**config.mk**
```make
export PLATFORM = sky130hd
export DESIGN_NAME = orb_orient
export DESIGN_NICKNAME = d
export VERILOG_FILES = /design/src/rtl/orb_pkg.sv /design/src/rtl/orb_orient_bin.sv /design/src/rtl/orb_orient.sv
export SDC_FILE = /design/constraint.sdc
export NUM_CORES = 1
export LEC_CHECK = 0
export BUFFER_PORTS_ARGS = -buffer_cell sky130_fd_sc_hd__buf_2
export CAP_MARGIN = 20
export CORE_MARGIN = 4
export CORE_UTILIZATION = 45
export CTS_BUF_LIST = sky130_fd_sc_hd__clkbuf_8 sky130_fd_sc_hd__clkbuf_16
export DETAILED_ROUTE_END_ITERATION = 10
export GPL_TIMING_DRIVEN = 0
export PLACE_DENSITY_LB_ADDON = 0.15
export SYNTH_ARGS = -nofsm -noshare
export SYNTH_HDL_FRONTEND = slang
export SYNTH_SLANG_ARGS = --single-unit
```
**constraint.sdc**
```tcl
create_clock -name clk -period 11.9 [get_ports clk]
set_input_delay 3.57 -clock clk [delete_from_list [all_inputs] [get_ports clk]]
set_output_delay 3.57 -clock clk [all_outputs]
set_load 0.01 [all_outputs]
```
**src/rtl/orb_pkg.sv**
```systemverilog
// Shared types and constants for the ORB orientation block: FSM states,
// default patch radius, moment accumulator width and the octant type.
package orb_pkg;

  typedef enum logic [2:0] {
    ST_IDLE,
    ST_SCAN,
    ST_CHECK,
    ST_PATCH,
    ST_BIN,
    ST_EMIT,
    ST_DONE
  } state_t;

  localparam int PATCH_R_DEF = 3;

  // Worst case for R=3, 8-bit pixels: 84 * 255 = 21420, fits signed 16 bits.
  localparam int MOM_W = 16;

  typedef logic [2:0] kp_bin_t;

endpackage

```
**src/rtl/orb_orient_bin.sv**
```systemverilog
// Combinational octant classifier: maps the intensity centroid moments
// (m10, m01) to one of eight orientation bins, first matching rule wins.
module orb_orient_bin
  import orb_pkg::*;
(
  input  logic signed [MOM_W-1:0] m10_i,
  input  logic signed [MOM_W-1:0] m01_i,
  output kp_bin_t                 bin_o
);

  // One extra bit so negating the most negative moment cannot wrap.
  logic signed [MOM_W:0] a, b, na, nb;
  logic a_neg, a_zero, a_pos, b_neg, b_zero, b_pos;

  always_comb begin
    a      = (MOM_W+1)'(m10_i);
    b      = (MOM_W+1)'(m01_i);
    na     = -a;
    nb     = -b;
    a_neg  = a[MOM_W];
    b_neg  = b[MOM_W];
    a_zero = (a == '0);
    b_zero = (b == '0);
    a_pos  = !a_neg && !a_zero;
    b_pos  = !b_neg && !b_zero;

    // NOTE: a default before the if-chain keeps this block free of latches.
    bin_o = 3'd7;
    if (a_zero && b_zero)                   bin_o = 3'd0;
    else if (a_pos && !b_neg && (b < a))    bin_o = 3'd0;
    else if (a_pos && b_pos && (b >= a))    bin_o = 3'd1;
    else if (!a_pos && b_pos && (b > na))   bin_o = 3'd2;
    else if (a_neg && !b_neg && (b <= na))  bin_o = 3'd3;
    else if (a_neg && b_neg && (nb < na))   bin_o = 3'd4;
    else if (a_neg && b_neg && (nb >= na))  bin_o = 3'd5;
    else if (!a_neg && b_neg && (nb > a))   bin_o = 3'd6;
  end

endmodule

```
**src/rtl/orb_orient.sv**
```systemverilog
// ORB keypoint orientation: raster-scans the FAST corner bitmap, computes
// patch moments around each interior corner and emits an orientation octant.
// Optional kp_count output is enabled by defining ORB_KP_COUNT_EN.
module orb_orient
  import orb_pkg::*;
#(
  parameter int X_MAX       = 400,
  parameter int Y_MAX       = 400,
  parameter int PIXEL_DEPTH = 8,
  parameter int PATCH_R     = PATCH_R_DEF
) (
  input  logic                       clk,
  input  logic                       n_rst,
  input  logic                       start,
  input  logic [$clog2(X_MAX)-1:0]   max_x,
  input  logic [$clog2(Y_MAX)-1:0]   max_y,
  output logic [$clog2(X_MAX):0]     x_addr_fast,
  output logic [$clog2(Y_MAX):0]     y_addr_fast,
  output logic                       ren_fast,
  input  logic                       rdat_fast,
  output logic [$clog2(X_MAX):0]     x_addr_conv,
  output logic [$clog2(Y_MAX):0]     y_addr_conv,
  output logic                       ren_conv,
  input  logic [PIXEL_DEPTH-1:0]     rdat_conv,
  output logic                       kp_valid,
  input  logic                       kp_ready,
  output logic [$clog2(X_MAX):0]     kp_x,
  output logic [$clog2(Y_MAX):0]     kp_y,
  output logic [2:0]                 kp_bin,
  output logic                       done
`ifdef ORB_KP_COUNT_EN
  ,
  output logic [15:0]                kp_count
`endif
);

  localparam int XW = $clog2(X_MAX) + 1;
  localparam int YW = $clog2(Y_MAX) + 1;
  localparam int OW = $clog2(2 * PATCH_R + 1) + 1;
  localparam logic signed [OW-1:0] OFF_MAX = OW'(PATCH_R);
  localparam logic signed [OW-1:0] OFF_MIN = -OFF_MAX;

  state_t state_q, state_d;
  logic [XW-1:0] x_q, x_d, adv_x;
  logic [YW-1:0] y_q, y_d, adv_y;
  logic signed [OW-1:0] ix_q, ix_d, iy_q, iy_d;
  logic issued_q, issued_d;
  logic rd_vld_q;
  logic signed [OW-1:0] rd_dx_q, rd_dy_q;
  logic signed [MOM_W-1:0] m10_q, m10_d, m01_q, m01_d;
  logic signed [MOM_W-1:0] dx_ext, dy_ext, pix_ext;
  logic [XW-1:0] xf_hold_q, xc_hold_q, xc_addr, kp_x_q;
  logic [YW-1:0] yf_hold_q, yc_hold_q, yc_addr, kp_y_q;
  kp_bin_t kp_bin_q, bin_w;
  logic last_x, last_y, raster_end, in_patch;

  assign last_x     = (x_q == XW'(max_x));
  assign last_y     = (y_q == YW'(max_y));
  assign raster_end = last_x && last_y;
  assign adv_x      = last_x ? '0 : x_q + 1'b1;
  assign adv_y      = last_x ? y_q + 1'b1 : y_q;

  // Compare x+R <= max_x one bit wider so small frames cannot underflow.
  assign in_patch = (x_q >= XW'(PATCH_R)) &&
                    (({1'b0, x_q} + (XW+1)'(PATCH_R)) <= (XW+1)'(max_x)) &&
                    (y_q >= YW'(PATCH_R)) &&
                    (({1'b0, y_q} + (YW+1)'(PATCH_R)) <= (YW+1)'(max_y));

  assign xc_addr = x_q + XW'(ix_q);
  assign yc_addr = y_q + YW'(iy_q);

  assign dx_ext  = MOM_W'(rd_dx_q);
  assign dy_ext  = MOM_W'(rd_dy_q);
  assign pix_ext = MOM_W'(rdat_conv);

  always_comb begin
    state_d  = state_q;
    x_d      = x_q;
    y_d      = y_q;
    ix_d     = ix_q;
    iy_d     = iy_q;
    issued_d = issued_q;
    m10_d    = m10_q;
    m01_d    = m01_q;

    if (rd_vld_q) begin
      m10_d = m10_q + dx_ext * pix_ext;
      m01_d = m01_q + dy_ext * pix_ext;
    end

    unique case (state_q)
      ST_IDLE: begin
        if (start) begin
          x_d     = '0;
          y_d     = '0;
          state_d = ST_SCAN;
        end
      end
      ST_SCAN:  state_d = ST_CHECK;
      ST_CHECK: begin
        if (rdat_fast && in_patch) begin
          ix_d     = OFF_MIN;
          iy_d     = OFF_MIN;
          issued_d = 1'b0;
          m10_d    = '0;
          m01_d    = '0;
          state_d  = ST_PATCH;
        end else if (raster_end) begin
          state_d = ST_DONE;
        end else begin
          x_d     = adv_x;
          y_d     = adv_y;
          state_d = ST_SCAN;
        end
      end
      ST_PATCH: begin
        // Once every read is issued, one drain cycle absorbs the last datum.
        if (issued_q) begin
          state_d = ST_BIN;
        end else if (ix_q == OFF_MAX) begin
          ix_d = OFF_MIN;
          if (iy_q == OFF_MAX) issued_d = 1'b1;
          else                 iy_d     = iy_q + 1'b1;
        end else begin
          ix_d = ix_q + 1'b1;
        end
      end
      ST_BIN:   state_d = ST_EMIT;
      ST_EMIT: begin
        if (kp_ready) begin
          if (raster_end) begin
            state_d = ST_DONE;
          end else begin
            x_d     = adv_x;
            y_d     = adv_y;
            state_d = ST_SCAN;
          end
        end
      end
      ST_DONE:  state_d = ST_IDLE;
      default:  state_d = ST_IDLE;
    endcase
  end

  // NOTE: sequential state uses non-blocking assignments only, so every
  // register samples the pre-edge value of its neighbours.
  always_ff @(posedge clk or negedge n_rst) begin
    if (!n_rst) begin
      state_q   <= ST_IDLE;
      x_q       <= '0;
      y_q       <= '0;
      ix_q      <= '0;
      iy_q      <= '0;
      issued_q  <= 1'b0;
      rd_vld_q  <= 1'b0;
      rd_dx_q   <= '0;
      rd_dy_q   <= '0;
      m10_q     <= '0;
      m01_q     <= '0;
      xf_hold_q <= '0;
      yf_hold_q <= '0;
      xc_hold_q <= '0;
      yc_hold_q <= '0;
      kp_x_q    <= '0;
      kp_y_q    <= '0;
      kp_bin_q  <= '0;
    end else begin
      state_q  <= state_d;
      x_q      <= x_d;
      y_q      <= y_d;
      ix_q     <= ix_d;
      iy_q     <= iy_d;
      issued_q <= issued_d;
      rd_vld_q <= ren_conv;
      rd_dx_q  <= ix_q;
      rd_dy_q  <= iy_q;
      m10_q    <= m10_d;
      m01_q    <= m01_d;
      if (ren_fast) begin
        xf_hold_q <= x_q;
        yf_hold_q <= y_q;
      end
      if (ren_conv) begin
        xc_hold_q <= xc_addr;
        yc_hold_q <= yc_addr;
      end
      if (state_q == ST_BIN) begin
        kp_x_q   <= x_q;
        kp_y_q   <= y_q;
        kp_bin_q <= bin_w;
      end
    end
  end

  orb_orient_bin u_bin (
    .m10_i (m10_q),
    .m01_i (m01_q),
    .bin_o (bin_w)
  );

  assign ren_fast    = (state_q == ST_SCAN);
  assign ren_conv    = (state_q == ST_PATCH) && !issued_q;
  assign x_addr_fast = ren_fast ? x_q : xf_hold_q;
  assign y_addr_fast = ren_fast ? y_q : yf_hold_q;
  assign x_addr_conv = ren_conv ? xc_addr : xc_hold_q;
  assign y_addr_conv = ren_conv ? yc_addr : yc_hold_q;
  assign kp_valid    = (state_q == ST_EMIT);
  assign kp_x        = kp_x_q;
  assign kp_y        = kp_y_q;
  assign kp_bin      = kp_bin_q;
  assign done        = (state_q == ST_DONE);

`ifdef ORB_KP_COUNT_EN
  logic [15:0] kp_cnt_q;

  always_ff @(posedge clk or negedge n_rst) begin
    if (!n_rst) begin
      kp_cnt_q <= '0;
    end else if ((state_q == ST_IDLE) && start) begin
      kp_cnt_q <= '0;
    end else if (kp_valid && kp_ready && (kp_cnt_q != 16'hFFFF)) begin
      kp_cnt_q <= kp_cnt_q + 16'd1;
    end
  end

  assign kp_count = kp_cnt_q;
`endif

endmodule
```
==> impl_metrics.csv <==
group,metric,value,unit
worst_setup_path,r2r_setup_slack,6.55,ns
logic_synthesis,yosysTopAreaCell,"dfrtp_1",
floorplan,fp.dieW,176,um
worst_setup_path,reg2reg_depth,15,
worst_setup_path,crit_fanout,8,
cts,cts_hold_buf,0,
place,placed_cells,1915,
sta,tns,0,ns
final_layout,nets,1814,
power_and_ir_drop,leakage,7.16,nW
logic_synthesis,synth_flop_cell,"dfrtp_1",
sta,post-route-period-util,0.671,
cts,cts_tree,"yes",
power_and_ir_drop,p_total,0.00479,W
cts,cts_made_buffers,17,
logic_synthesis,seq_area_frac_synth,0.267,
worst_setup_path,worst_path_most_repeated_cell,"fa_1",
sta,hold_viol_final,0,
global_routing,grt_max_degree,79,
final_layout,synthToLayoutAreaGrowth,12.5,%
logic_synthesis,syn_avg_cell_area,8.87,um^2
logic_synthesis,synth-adder-area-share,0.252,
logic_synthesis,synth-edff-count,0,
sta,maxSlewViolCount,0,
final_layout,final_cell_mix,"ha_1 (179), inv_1 (160), nand2_1 (152)",
place,hpwl,25500,um
worst_setup_path,crit_buf_inv,2,
power_and_ir_drop,power_density,334,nW/um^2
routing,finalWirelength,32400,um
sta,max_slew_margin,0.285,
routing,vias_per_cell,5.35,
routing,ant_nets,0,
final_layout,register_area,3400,um^2
cts,htreeDepth,4,
hold_path,hp-class,"flop to flop",
worst_setup_path,max_stage_delay,0.73,ns
sta,clock_skew,0.0188,ns
cts,insertion_delay,0.43,ns
sta,finalSetupViolCount,0,
place,port_buffers,97,
logic_synthesis,synth_simple_gate_area_share,0.174,
sta,worst_slew_pin_slew,1.06,ns
cts,cts_resized,0,
floorplan,core_area,27900,um^2
final_layout,multi_input_area,8560,um^2
routing,drt_iter0_markers,557,
logic_synthesis,synth_compound_area_frac,0.126,
cts,clkTransAtPathRegs,0.07,ns
global_routing,grt_pass1_vias,10400,
worst_setup_path,startpoint_type,"input port",
floorplan,placementRows,61,
final_layout,num_antenna_cells,0,
logic_synthesis,syn-instance-count,1439,
routing,route.detailed.drc,0,
logic_synthesis,yosysWarnings,0,
logic_synthesis,synthArstFlopShare,1.00,
final_layout,fillers,2692,
worst_setup_path,end_kind,"flop",
power_and_ir_drop,vdd_drop_max,0.228,mV
worst_setup_path,r2r-end,"m01_q[15]",
worst_setup_path,crit_end,"m01_q[15]",
worst_setup_path,path_depth,16,
final_layout,final_util,0.515,
place,gp_congestion,0.840,
worst_setup_path,cp_slowest_cell,"a2111oi_0",
sta,max_freq,0.125,GHz
logic_synthesis,synth_top_family_by_area,"adder cells",
cts,post_cts_buffers,0,
routing,num_vias,10400,
cts,numClockSinks,136,
final_layout,final_common_cell,"ha_1",
floorplan,io_pins,98,
global_routing,grt_pass1_wl,54300,um
logic_synthesis,synth.distinct_cells,79,
run,maxCapViolations,0,
logic_synthesis,yosys.area_share.xor_xnor,0.0783,
floorplan,fp.dieArea,31100,um^2
worst_setup_path,cp.arrival,8.27,ns
global_routing,antenna_found_initial,0,
global_routing,groute.usage.overall,0.215,
routing,firstDrtPassIters,5,
floorplan,initial_core_util,0.458,
run_status,outcome,"complete, no violations",
worst_setup_path,crit_family,"compound AO/OA/AOI/OAI gates",
final_layout,fin_cells,1947,
worst_setup_path,crit_path_start,"rdat_conv[0]",
worst_setup_path,reg2reg_from,"rd_dy_q[3]",
hold_path,min-delay-start,"xc_hold_q[0]",
logic_synthesis,synthMuxAreaShare,0.0406,
global_routing,gr-total-overflow,0,
worst_setup_path,criticalPathCategory,"input port to flop",
floorplan,die_h,176,um
routing,avgRoutedWirePerCell,16.6,um
worst_setup_path,cp.required,12.19,ns
cts,cts_buffer_depth,2,
logic_synthesis,synth_nets,1697,
logic_synthesis,yosys.area.top_type_share,0.267,
logic_synthesis,ys_ff_latch,136,
worst_setup_path,crit_chain,"buf_2, nand2b_1, fa_1, fa_1, fa_1, inv_1, ha_1, a21o_1, a21o_1, a2111oi_0, nor3_1, o31ai_1, o21ai_0, xnor2_1, o211ai_1, o31ai_1",
logic_synthesis,netlist_area,12800,um^2
logic_synthesis,netlist_top_cells_area,"dfrtp_1 (27%), ha_1 (18%), fa_1 (7.5%)",
final_layout,drive_gt1_frac,0.115,
sta,rsz0062_at_grt,"no",
sta,fin_crit,7.98,ns
cts,root_buffer,"clkbuf_16",
## power by group
group	leakage [nW]	internal, W	total, W	switching (W)
sequential	1.75	0.000612	0.000817	0.000206
combinational	5.12	0.00151	0.00344	0.00193
clock	0.288	0.000286	0.000536	0.000249
total	7.16	0.00241	0.00479	0.00239
## worst min-delay path by stage
stage | end | slack (ns) | cells past startpoint
final | xc_hold_q[0] | 0.47 | 2
after global routing | kp_y[9] | 0.50 | 2
after CTS | xc_hold_q[0] | 0.48 | 2
after detailed placement | xc_hold_q[0] | 0.46 | 2
after global placement | xc_hold_q[0] | 0.45 | 2
after floorplan | rd_dx_q[1] | 0.42 | 0
## Yosys cell counts, types with 29 or more instances
cell / instances
inv_1: 160
nor2_1: 115
clkbuf_1: 34
fa_1: 48
and2_1: 40
xnor2_1: 86
nor3_1: 29
o21ai_0: 58
dfrtp_1: 136
ha_1: 179
nand2_1: 152
a21oi_1: 57
## state kept, by name, indices dropped and copies added (netlist names), 4 cells and up
signal and count:
yf_hold_q 10, m01_q 16, m10_q 16, xf_hold_q 10, x_q 10, xc_hold_q 10, yc_hold_q 10, ix_q 4
y_q 10, kp_y 10, iy_q 4, rd_dy_q 4, rd_dx_q 4, kp_x 10
## worst reg2reg max path, stage by stage, from the launching register on
cell and delay (ns):
dfrtp_1 0.60, inv_1 0.25, fa_1 0.59, fa_1 0.45
fa_1 0.55, inv_1 0.08, ha_1 0.31, a21o_1 0.16
a21o_1 0.20, a2111oi_0 0.73, nor3_1 0.22, o31ai_1 0.44
o21ai_0 0.20, xnor2_1 0.18, o211ai_1 0.17, o31ai_1 0.09
## routing by layer
metal,vias up,global-route usage,share of wire
met5,-,0,0
met4,0,0.0493,0.015
met3,27,0.0353,0.046
met2,225,0.367,0.48
met1,5017,0.288,0.45
li1,5153,-,-
## per-stage QoR
stage,worst slack (ns),hold WS (ns),instance area [um^2]
4_1_cts,3.95,0.478,14400
5_1_grt,3.72,0.503,14400
6_report,3.92,0.475,14400
2_1_floorplan,4.31,0.419,12800
3_5_place_dp,3.51,0.457,13800
3_3_place_gp,3.60,0.453,13700
## cell families after synthesis
| kind of cell | count (synthesis) |
|---|---|
| buffers and inverters | 209 |
| DFF | 136 |
| xor gates and xnor gates | 114 |
| adders and majority gates | 228 |
| muxes | 49 |
| AOI/OAI and AO/OA | 243 |
| and+or+nand+nor | 460 |
## cell type report
class / instances / area share
Buffer: 46 / 0.0139
Clock buffer: 18 / 0.0306
Clock inverter: 14 / 0.0107
Inverter: 163 / 0.0426
Multi-Input combinational cell: 1094 / 0.596
Sequential cell: 136 / 0.237
Tap cell: 378 / 0.0329
Timing Repair Buffer: 98 / 0.0362
No activity file was read; power rests on OpenSTA's default activity.
